==> config.mk <==
export PLATFORM = sky130hd
export DESIGN_NAME = c432_key_ctrl
export DESIGN_NICKNAME = d
export VERILOG_FILES = /design/src/rtl/c432_key_ctrl.sv
export SDC_FILE = /design/constraint.sdc
export NUM_CORES = 1
export LEC_CHECK = 0
export CAP_MARGIN = 15
export CORE_MARGIN = 2
export CORE_UTILIZATION = 45
export CTS_CLUSTER_DIAMETER = 150
export DETAILED_ROUTE_END_ITERATION = 16
export GPL_TIMING_DRIVEN = 0
export PLACE_DENSITY = 0.84
export RECOVER_POWER = 50
export SLEW_MARGIN = 20
export SYNTH_ARGS = -nofsm -noshare
export SYNTH_HDL_FRONTEND = slang
export SYNTH_SLANG_ARGS = --single-unit
==> constraint.sdc <==
create_clock -name clk -period 4.25 [get_ports clk]
set_clock_uncertainty 0.15 [all_clocks]
set_input_delay 0.6375 -clock clk [delete_from_list [all_inputs] [get_ports clk]]
set_output_delay 0.6375 -clock clk [all_outputs]
set_load 0.1 [all_outputs]
==> src/rtl/c432_key_ctrl.sv <==
// Key-loading and query sequencer for a logic-locked c432 core: serial key shift/commit,
// registered pattern launch, fixed settle window and a held response handshake.
module c432_key_ctrl #(
    parameter int unsigned KEY_W  = 2,
    parameter int unsigned PI_W   = 36,
    parameter int unsigned PO_W   = 7,
    parameter int unsigned SETTLE = 2
) (
    input  logic              clk,
    input  logic              rst,
    input  logic              key_bit,
    input  logic              key_bit_vld,
    input  logic              key_commit,
    input  logic              q_valid,
    output logic              q_ready,
    input  logic [PI_W-1:0]   q_pi,
    output logic              r_valid,
    input  logic              r_ready,
    output logic [PO_W-1:0]   r_po,
    output logic [PI_W-1:0]   core_pi,
    output logic [KEY_W-1:0]  core_key,
    input  logic [PO_W-1:0]   core_po,
    output logic              key_loaded,
    output logic              key_err
);

    localparam int unsigned CNT_W = $clog2(KEY_W + 1);
    localparam int unsigned SET_W = 4;

    typedef enum logic [1:0] {NOKEY, IDLE, APPLY, RESP} state_t;

    state_t             state, state_n;
    logic [KEY_W-1:0]   shadow, shadow_n;
    logic [CNT_W-1:0]   key_cnt, key_cnt_n;
    logic               pend, pend_n;
    logic [KEY_W-1:0]   pend_key, pend_key_n;
    logic [SET_W-1:0]   settle, settle_n;
    logic [KEY_W-1:0]   core_key_n;
    logic [PI_W-1:0]    core_pi_n;
    logic [PO_W-1:0]    r_po_n;
    logic               r_valid_n;
    logic               q_ready_n;
    logic               key_loaded_n;
    logic               key_err_n;
    logic               commit_ok;

    // State and all registered outputs
    always_ff @(posedge clk) begin
        if (rst) begin
            state      <= NOKEY;
            shadow     <= '0;
            key_cnt    <= '0;
            pend       <= 1'b0;
            pend_key   <= '0;
            settle     <= '0;
            core_key   <= '0;
            core_pi    <= '0;
            r_po       <= '0;
            r_valid    <= 1'b0;
            q_ready    <= 1'b0;
            key_loaded <= 1'b0;
            key_err    <= 1'b0;
        end else begin
            state      <= state_n;
            shadow     <= shadow_n;
            key_cnt    <= key_cnt_n;
            pend       <= pend_n;
            pend_key   <= pend_key_n;
            settle     <= settle_n;
            core_key   <= core_key_n;
            core_pi    <= core_pi_n;
            r_po       <= r_po_n;
            r_valid    <= r_valid_n;
            q_ready    <= q_ready_n;
            key_loaded <= key_loaded_n;
            key_err    <= key_err_n;
        end
    end

    // Next-state and next-output logic
    always_comb begin
        state_n      = state;
        shadow_n     = shadow;
        key_cnt_n    = key_cnt;
        pend_n       = pend;
        pend_key_n   = pend_key;
        settle_n     = settle;
        core_key_n   = core_key;
        core_pi_n    = core_pi;
        r_po_n       = r_po;
        r_valid_n    = r_valid;
        key_loaded_n = key_loaded;
        key_err_n    = key_err;
        commit_ok    = 1'b0;

        // Shift happens before commit so a same-cycle commit sees the new count
        if (key_bit_vld) begin
            shadow_n          = shadow >> 1;
            shadow_n[KEY_W-1] = key_bit;
            if (key_cnt != CNT_W'(KEY_W))
                key_cnt_n = key_cnt + CNT_W'(1);
        end

        if (key_commit) begin
            commit_ok = (key_cnt_n == CNT_W'(KEY_W));
            key_cnt_n = '0;
            if (!commit_ok)
                key_err_n = 1'b1;
        end

        case (state)
            NOKEY: begin
                if (commit_ok) begin
                    core_key_n   = shadow_n;
                    key_loaded_n = 1'b1;
                    state_n      = IDLE;
                end
            end
            IDLE: begin
                if (q_valid && q_ready) begin
                    core_pi_n = q_pi;
                    settle_n  = SET_W'(SETTLE);
                    state_n   = APPLY;
                    // Key must not move under a query that is just launching
                    if (commit_ok) begin
                        pend_n     = 1'b1;
                        pend_key_n = shadow_n;
                    end
                end else if (commit_ok) begin
                    core_key_n   = shadow_n;
                    key_loaded_n = 1'b1;
                end
            end
            APPLY: begin
                if (commit_ok) begin
                    pend_n     = 1'b1;
                    pend_key_n = shadow_n;
                end
                if (settle <= SET_W'(1)) begin
                    settle_n  = '0;
                    r_po_n    = core_po;
                    r_valid_n = 1'b1;
                    state_n   = RESP;
                end else begin
                    settle_n = settle - SET_W'(1);
                end
            end
            RESP: begin
                if (commit_ok) begin
                    pend_n     = 1'b1;
                    pend_key_n = shadow_n;
                end
                if (r_ready) begin
                    r_valid_n = 1'b0;
                    state_n   = IDLE;
                    if (pend_n) begin
                        core_key_n   = pend_key_n;
                        key_loaded_n = 1'b1;
                        pend_n       = 1'b0;
                    end
                end
            end
            default: state_n = NOKEY;
        endcase

        q_ready_n = (state_n == IDLE);
    end

endmodule

==> results of run 1 <==
## final cells by class
| cell class | instances | area (sq um) |
|---|---|---|
| Buffer | 17 | 73.82 |
| Sequential cell | 62 | 1241 |
| Clock buffer | 13 | 178.9 |
| Fill cell | 427 | 1476 |
| Inverter | 7 | 26.28 |
| Clock inverter | 3 | 40.04 |
| Timing Repair Buffer | 96 | 960.9 |
| Multi-Input combinational cell | 189 | 989.7 |
| Tap cell | 70 | 87.58 |
## power groups by stage
stage	Sequential (uW)	Combinational, uW	Clock (uW)
finish	586	77.6	543
global route	585	83.1	584
CTS	585	78.4	555
detailed placement	599	77.7	0
global placement	598	77.3	0
floorplan	607	17.8	0
## per-stage QoR
stage / setup WS (ns) / util (%) / cell area [sq um] / hold slack [ns] / total power, uW
after floorplan: 2.130 / - / 2357 / 0.3225 / 624.6
after global placement: 1.864 / 67.11 / 3406 / 0.2905 / 675.6
after detailed placement: 1.845 / 67.11 / 3406 / 0.2953 / 676.2
after CTS: 1.605 / 71.43 / 3625 / 0.3041 / 1218
after global routing: 1.130 / 70.91 / 3598 / 0.3206 / 1252
final: 1.396 / 70.91 / 3598 / 0.3040 / 1206
## registers in the layout, summed over array words and instances, names as in the netlist
register    count
core_key        2
core_pi        36
key_cnt         2
key_err         1
key_loaded      1
pend            1
pend_key        2
q_ready         1
r_po            7
r_valid         1
settle          4
shadow          2
state           2
## path summary, 6_finish.rpt
check	slack, ns	from	cells past startpoint	endpoint
min	0.30	core_pi[29]$_SDFFE_PP0P_	2	core_pi[29]$_SDFFE_PP0P_
max reg2reg	1.40	settle[0]$_SDFFE_PP0P_	6	r_po[1]$_SDFFE_PP0P_
max	1.40	settle[0]$_SDFFE_PP0P_	6	r_po[1]$_SDFFE_PP0P_
min reg2reg	0.30	core_pi[29]$_SDFFE_PP0P_	2	core_pi[29]$_SDFFE_PP0P_
## synth_stat cells
master      n
a2111oi_0   1
a2111oi_2   1
a211oi_1    2
a21oi_1    43
a221oi_1    2
a31oi_1     1
a32oi_1     1
and2_1      1
and2_4      1
and4b_1     1
buf_2       6
buf_6       1
clkbuf_1   10
dfxtp_1    62
ha_1        3
inv_1       7
mux2_2      2
mux2i_1    12
nand2_1    74
nand2b_4    1
nand3_1     3
nand4b_1    3
nand4bb_1   1
nor2_1     25
nor2b_1     1
nor3_1      5
nor3b_1     2
nor4_4      1
o21ai_0     1
o31a_1      1
## worst max-delay path: cells and delay by family, from the launching register on
family	cells	cell delay [ns]
adder cells (fa/ha/maj)	1	0.20
buffers and inverters	1	0.09
flip-flops	1	0.32
multiplexers	1	0.32
AND/OR/NAND/NOR	3	1.64
## routing by layer
layer,vias up,track usage (%)
met5,-,0
met4,0,10.18
met3,10,5.213
met2,71,33.45
met1,1016,25.09
li1,1132,-
## cells by family after synthesis
kind of cell	Yosys count
AND/OR/NAND/NOR	119
flip-flops	62
AO/OA/AOI/OAI	53
buffers and inverters	24
multiplexers	14
adder cells (fa/ha/maj)	3
==> flow_summary.toml, run 1 <==
[logic_synthesis]
synthMuxAreaShare_pct = 6.051
synth_top_family_by_area = "simple AND/OR/NAND/NOR gates"
synth_top_area_share_pct = 52.65
synth-xor-area-share_pct = 0
synth_adder_area_share_pct = 1.592
synth_compound_area_share_pct = 12.74
yosys_warnings = 0
yosys.area.top_type = "dfxtp_1"
syn_nets = 328
ys_seq_elements = 62
synth-simple-area-share_pct = 22.51
synthCells = 275
ys_seq_area_share_pct = 52.65
syn_avg_cell_area_sq_um = 8.572
synth.area.top_cells = "dfxtp_1 53%, nand2_1 12%, a21oi_1 9.1%"
synthesis.area_sq_um = 2357
yosysUniqueCellTypes = 30

[sta]
slew_headroom_pct = -36.02
report.final.slew_viol_count = 10
finalHoldViolCount = 0
tns_ns = 0
timing.final.crit_period_ns = 2.854
finalSetupViolations = 0
max_freq_mhz = 350.4
tightest_slew_ns = 2.022
fin_crit_sh_pct = 67.15
rsz0062_at_grt = "false"

[power_and_ir_drop]
combPwrFrac_pct = 6.4
power.share.sequential_pct = 48.6
vdd_drop_max_uv = 232.6
sw_frac_of_total_pct = 20.13
leakagePower_uw = 0.001246
pwr_density_cell_nw_per_um2 = 335.0
p_int_uw = 962.9
power.switching_uw = 242.7
power.clock.fraction_pct = 45.0

[outcome]
outcome = "finished with violations"
failed_checks = "max-capacitance violations, max-slew violations"

[cells_and_area]
syn_to_final_growth_pct = 52.65
mostFrequentLayoutCells = "94 x clkdlybuf4s50_1, 74 x nand2_1, 62 x dfxtp_1"
antennaDiodeCount = 0
num-nets-final = 435
layout_commonest_cell = "clkdlybuf4s50_1"
drive_gt1_share_pct = 5.943
final_cells = 457

[critical_path]
cp_max_fo = 9
cp.arrival_ns = 2.90
start_kind = "flop"
slowest_delay_ns = 1.51
cp_data_required_time_ns = 4.29
path_common_cell = "nor2_1"
crit_slowest_cell = "nor4_1"
path_class = "reg2reg"
cp-end-kind = "flop"
path_cells = "inv_1, ha_1, nor2_1, nor4_1, mux2i_1, nor2_1"

[floorplanning]
die_area_sq_um = 5833
chipHeight_um = 76.38
coreArea_sq_um = 5075
rows = 26
boundaryPins = 99
start_util_pct = 46.45
die_w_um = 76.38

[routing]
post_drt_wl_per_cell_um = 12.37
wirelength_met1_um = 2406
wl_met3_um = 347
dr.pass1.iters = 4
wl_um = 5651
wl_met2_um = 2776
via_count = 2229
drcViolationCount = 0
vias_per_cell = 4.877
ant_nets = 0
highest_layer = "met4"
drt_iter0_drc = 160

[place]
portBuffers = 96
place_inst = 441
post-dp-hpwl_um = 4164
routabilityCongestion = 0.7992

[grt]
antenna_found_initial = 0
grt_first_pass_wirelength_um = 9708
grt_overflow = 0
grt_max_degree = 11
grt_pass1_vias = 2140
grtUsageTotal_pct = 20.47

[clock_network]
cts_setup_buffers = 0
cts.path.max_buffers = 2
insertion_delay_ns = 0.32
cts_buffers = 9
hold_buffers = 0
ctsResizeCount = 0
cts_tree = "built"
root_buffer = "clkbuf_8"
h-tree-depth = 3
clock-sinks = 62
clkTransAtPathRegs_ns = 0.06

[run]
maxCapViolCount = 1

[min_path]
hp-class = "reg2reg"
(Power assumes the default switching activity.)
==> run 2, diff against run 1 <==
- CORE_UTILIZATION: 45 -> 38
- PLACE_DENSITY: 0.84 -> 0.76
- clock period: 4.25 -> 2.3 ns (I/O delays scaled with it)
==> run 2 against run 1 <==
Compared with the run above: power increased by 70%; critical endpoint is now q_ready; non-clock buffer count is the same; the flow now finishes without violations; flip-flop and latch count stayed put; highest routed layer unchanged; clock-buffer cell count is 1 higher.
==> flow_summary.toml, run 2 (synthesis results as in run 1) <==
[outcome]
outcome = "complete, no violations"

[floorplanning]
die_area_sq_um = 6849
coreArea_sq_um = 5956
chipHeight_um = 82.76
start_util_pct = 39.58
rows = 28
boundaryPins = 99
die_w_um = 82.76

[sta]
report.final.slew_viol_count = 0
tightest_slew_ns = 1.180
rsz0062_at_grt = "false"
tns_ns = 0
finalSetupViolations = 0
fin_crit_sh_pct = 89.88
max_freq_mhz = 483.7
slew_headroom_pct = 21.69
timing.final.crit_period_ns = 2.067
finalHoldViolCount = 0

[cells_and_area]
num-nets-final = 435
final_core_util_pct = 58.59
largest-register = "core_pi"
drive_gt1_share_pct = 6.218
largest_register_ffs = 36
syn_to_final_growth_pct = 48.04
antennaDiodeCount = 0
reg.largest.list = "core_pi (36), r_po (7), settle (4)"
mostFrequentLayoutCells = "74 x nand2_1, 62 x dfxtp_1, 47 x clkdlybuf4s50_1"
layout_commonest_cell = "nand2_1"
nFillCells = 557

[clock_network]
cts_setup_buffers = 0
clkTransAtPathRegs_ns = 0.06
h-tree-depth = 3
cts.path.max_buffers = 2
cts_tree = "built"
hold_buffers = 0
cts_buffers = 9
clock-sinks = 62
root_buffer = "clkbuf_8"
insertion_delay_ns = 0.32

[critical_path]
cp_num_buf_inv = 1
reg2reg_slack_ns = 0.31
r2r_end = "core_pi[26]$_SDFFE_PP0P_"
cp-end-kind = "primary output"
slowest_delay_ns = 0.87
worst_r2r_startpoint = "state[1]$_SDFF_PP0_"
reg2reg_depth = 6
path_cells = "dlygate4sd2_1"
path_class = "reg2out"
crit_slowest_cell = "dlygate4sd2_1"
start_kind = "flop"
cp_max_fo = 4
cp_data_required_time_ns = 1.80
critical-path-top-delay-family = "buffers and inverters"
cp.arrival_ns = 1.57

[place]
portBuffers = 96
post-dp-hpwl_um = 4342
routabilityCongestion = 0.8251

[grt]
grt_max_degree = 11
grtUsageTotal_pct = 17.34
grt_first_pass_wirelength_um = 8970
antenna_found_initial = 0
grt_overflow = 0
grt_pass1_vias = 2026

[routing]
via_count = 2220
drt_iter0_drc = 60
ant_nets = 0
dr.pass1.iters = 4
drcViolationCount = 0
post_drt_wl_per_cell_um = 12.74
vias_per_cell = 4.816
wl_um = 5875

[power_and_ir_drop]
vdd_drop_max_uv = 287.3
pwr_density_cell_nw_per_um2 = 587.6
leakagePower_uw = 0.001481

[min_path]
holdCritStartpoint = "key_bit_vld"
min_to = "key_cnt[1]$_SDFF_PP0_"
hold_depth = 3
hp-class = "in2reg"

[run]
maxCapViolCount = 0
==> run 2: cell types whose count changed in the layout (fill, tap and decap cells not counted), sizes merged <==
cell           change
clkbuf            +10
clkdlybuf4s50     -47
bufinv             -1
dlygate4sd3        -2
buf                +1
clkinv             -1
dlygate4sd2       +33
dlymetal6s2s       +6
==> run 2: power by group <==
part           internal, uW  leakage [uW]  total, uW  switching (uW)
sequential             1080      0.000500       1080            2.99
combinational          84.6      0.000894        144            58.9
clock                   444     0.0000865        825             381
==> run 2: worst max-delay path by stage <==
stage                                        start                        to  slack [ns]  cells after the start
after floorplan                 q_ready$_SDFF_PP0_    settle[3]$_SDFFE_PP0P_        0.18                      5
after global placement                     q_valid  core_pi[33]$_SDFFE_PP0P_        0.20                      5
after detailed placement                   q_valid  core_pi[26]$_SDFFE_PP0P_        0.16                      6
after CTS                 core_pi[21]$_SDFFE_PP0P_               core_pi[21]      0.0002                      1
after global routing           state[1]$_SDFF_PP0_  core_pi[27]$_SDFFE_PP0P_        0.13                      6
final                           q_ready$_SDFF_PP0_                   q_ready        0.23                      1
==> run 2: timing repair <==
item                                    4_1_cts  5_1_grt
endpoints found under the hold margin         0        0
endpoints found under the setup margin       33       16
gates resized for setup                      33       16
==> run 2: metal layers <==
layer	up-vias	GRT usage, %	routed length, um
met2	60	28.71	2809
met3	11	5.000	406
met1	1019	20.39	2535
met5	-	0	0
met4	0	8.852	124
li1	1130	-	-
==> run 2: through the flow <==
step	hold slack, ns	instances	worst slack [ns]	power (uW)	cell area (sq um)
2_1_floorplan	0.2743	275	0.1801	1154	2357
3_3_place_gp	0.2908	446	0.2020	1250	3412
3_5_place_dp	0.2968	446	0.1644	1251	3412
4_1_cts	0.2835	461	0.0001806	2077	3538
5_1_grt	0.3147	461	0.1328	2134	3490
6_report	0.2934	461	0.2328	2050	3490
==> run 2: layout make-up <==
cell class | count | area, sq um | share of cell area (%)
Buffer | 17 | 77.57 | 2.223
Clock buffer | 14 | 162.7 | 4.661
Clock inverter | 1 | 5.005 | 0.1434
Inverter | 7 | 26.28 | 0.7530
Multi-Input combinational cell | 189 | 1011 | 28.97
Sequential cell | 62 | 1241 | 35.57
Tap cell | 75 | 93.84 | 2.689
Timing Repair Buffer | 96 | 872.1 | 24.99
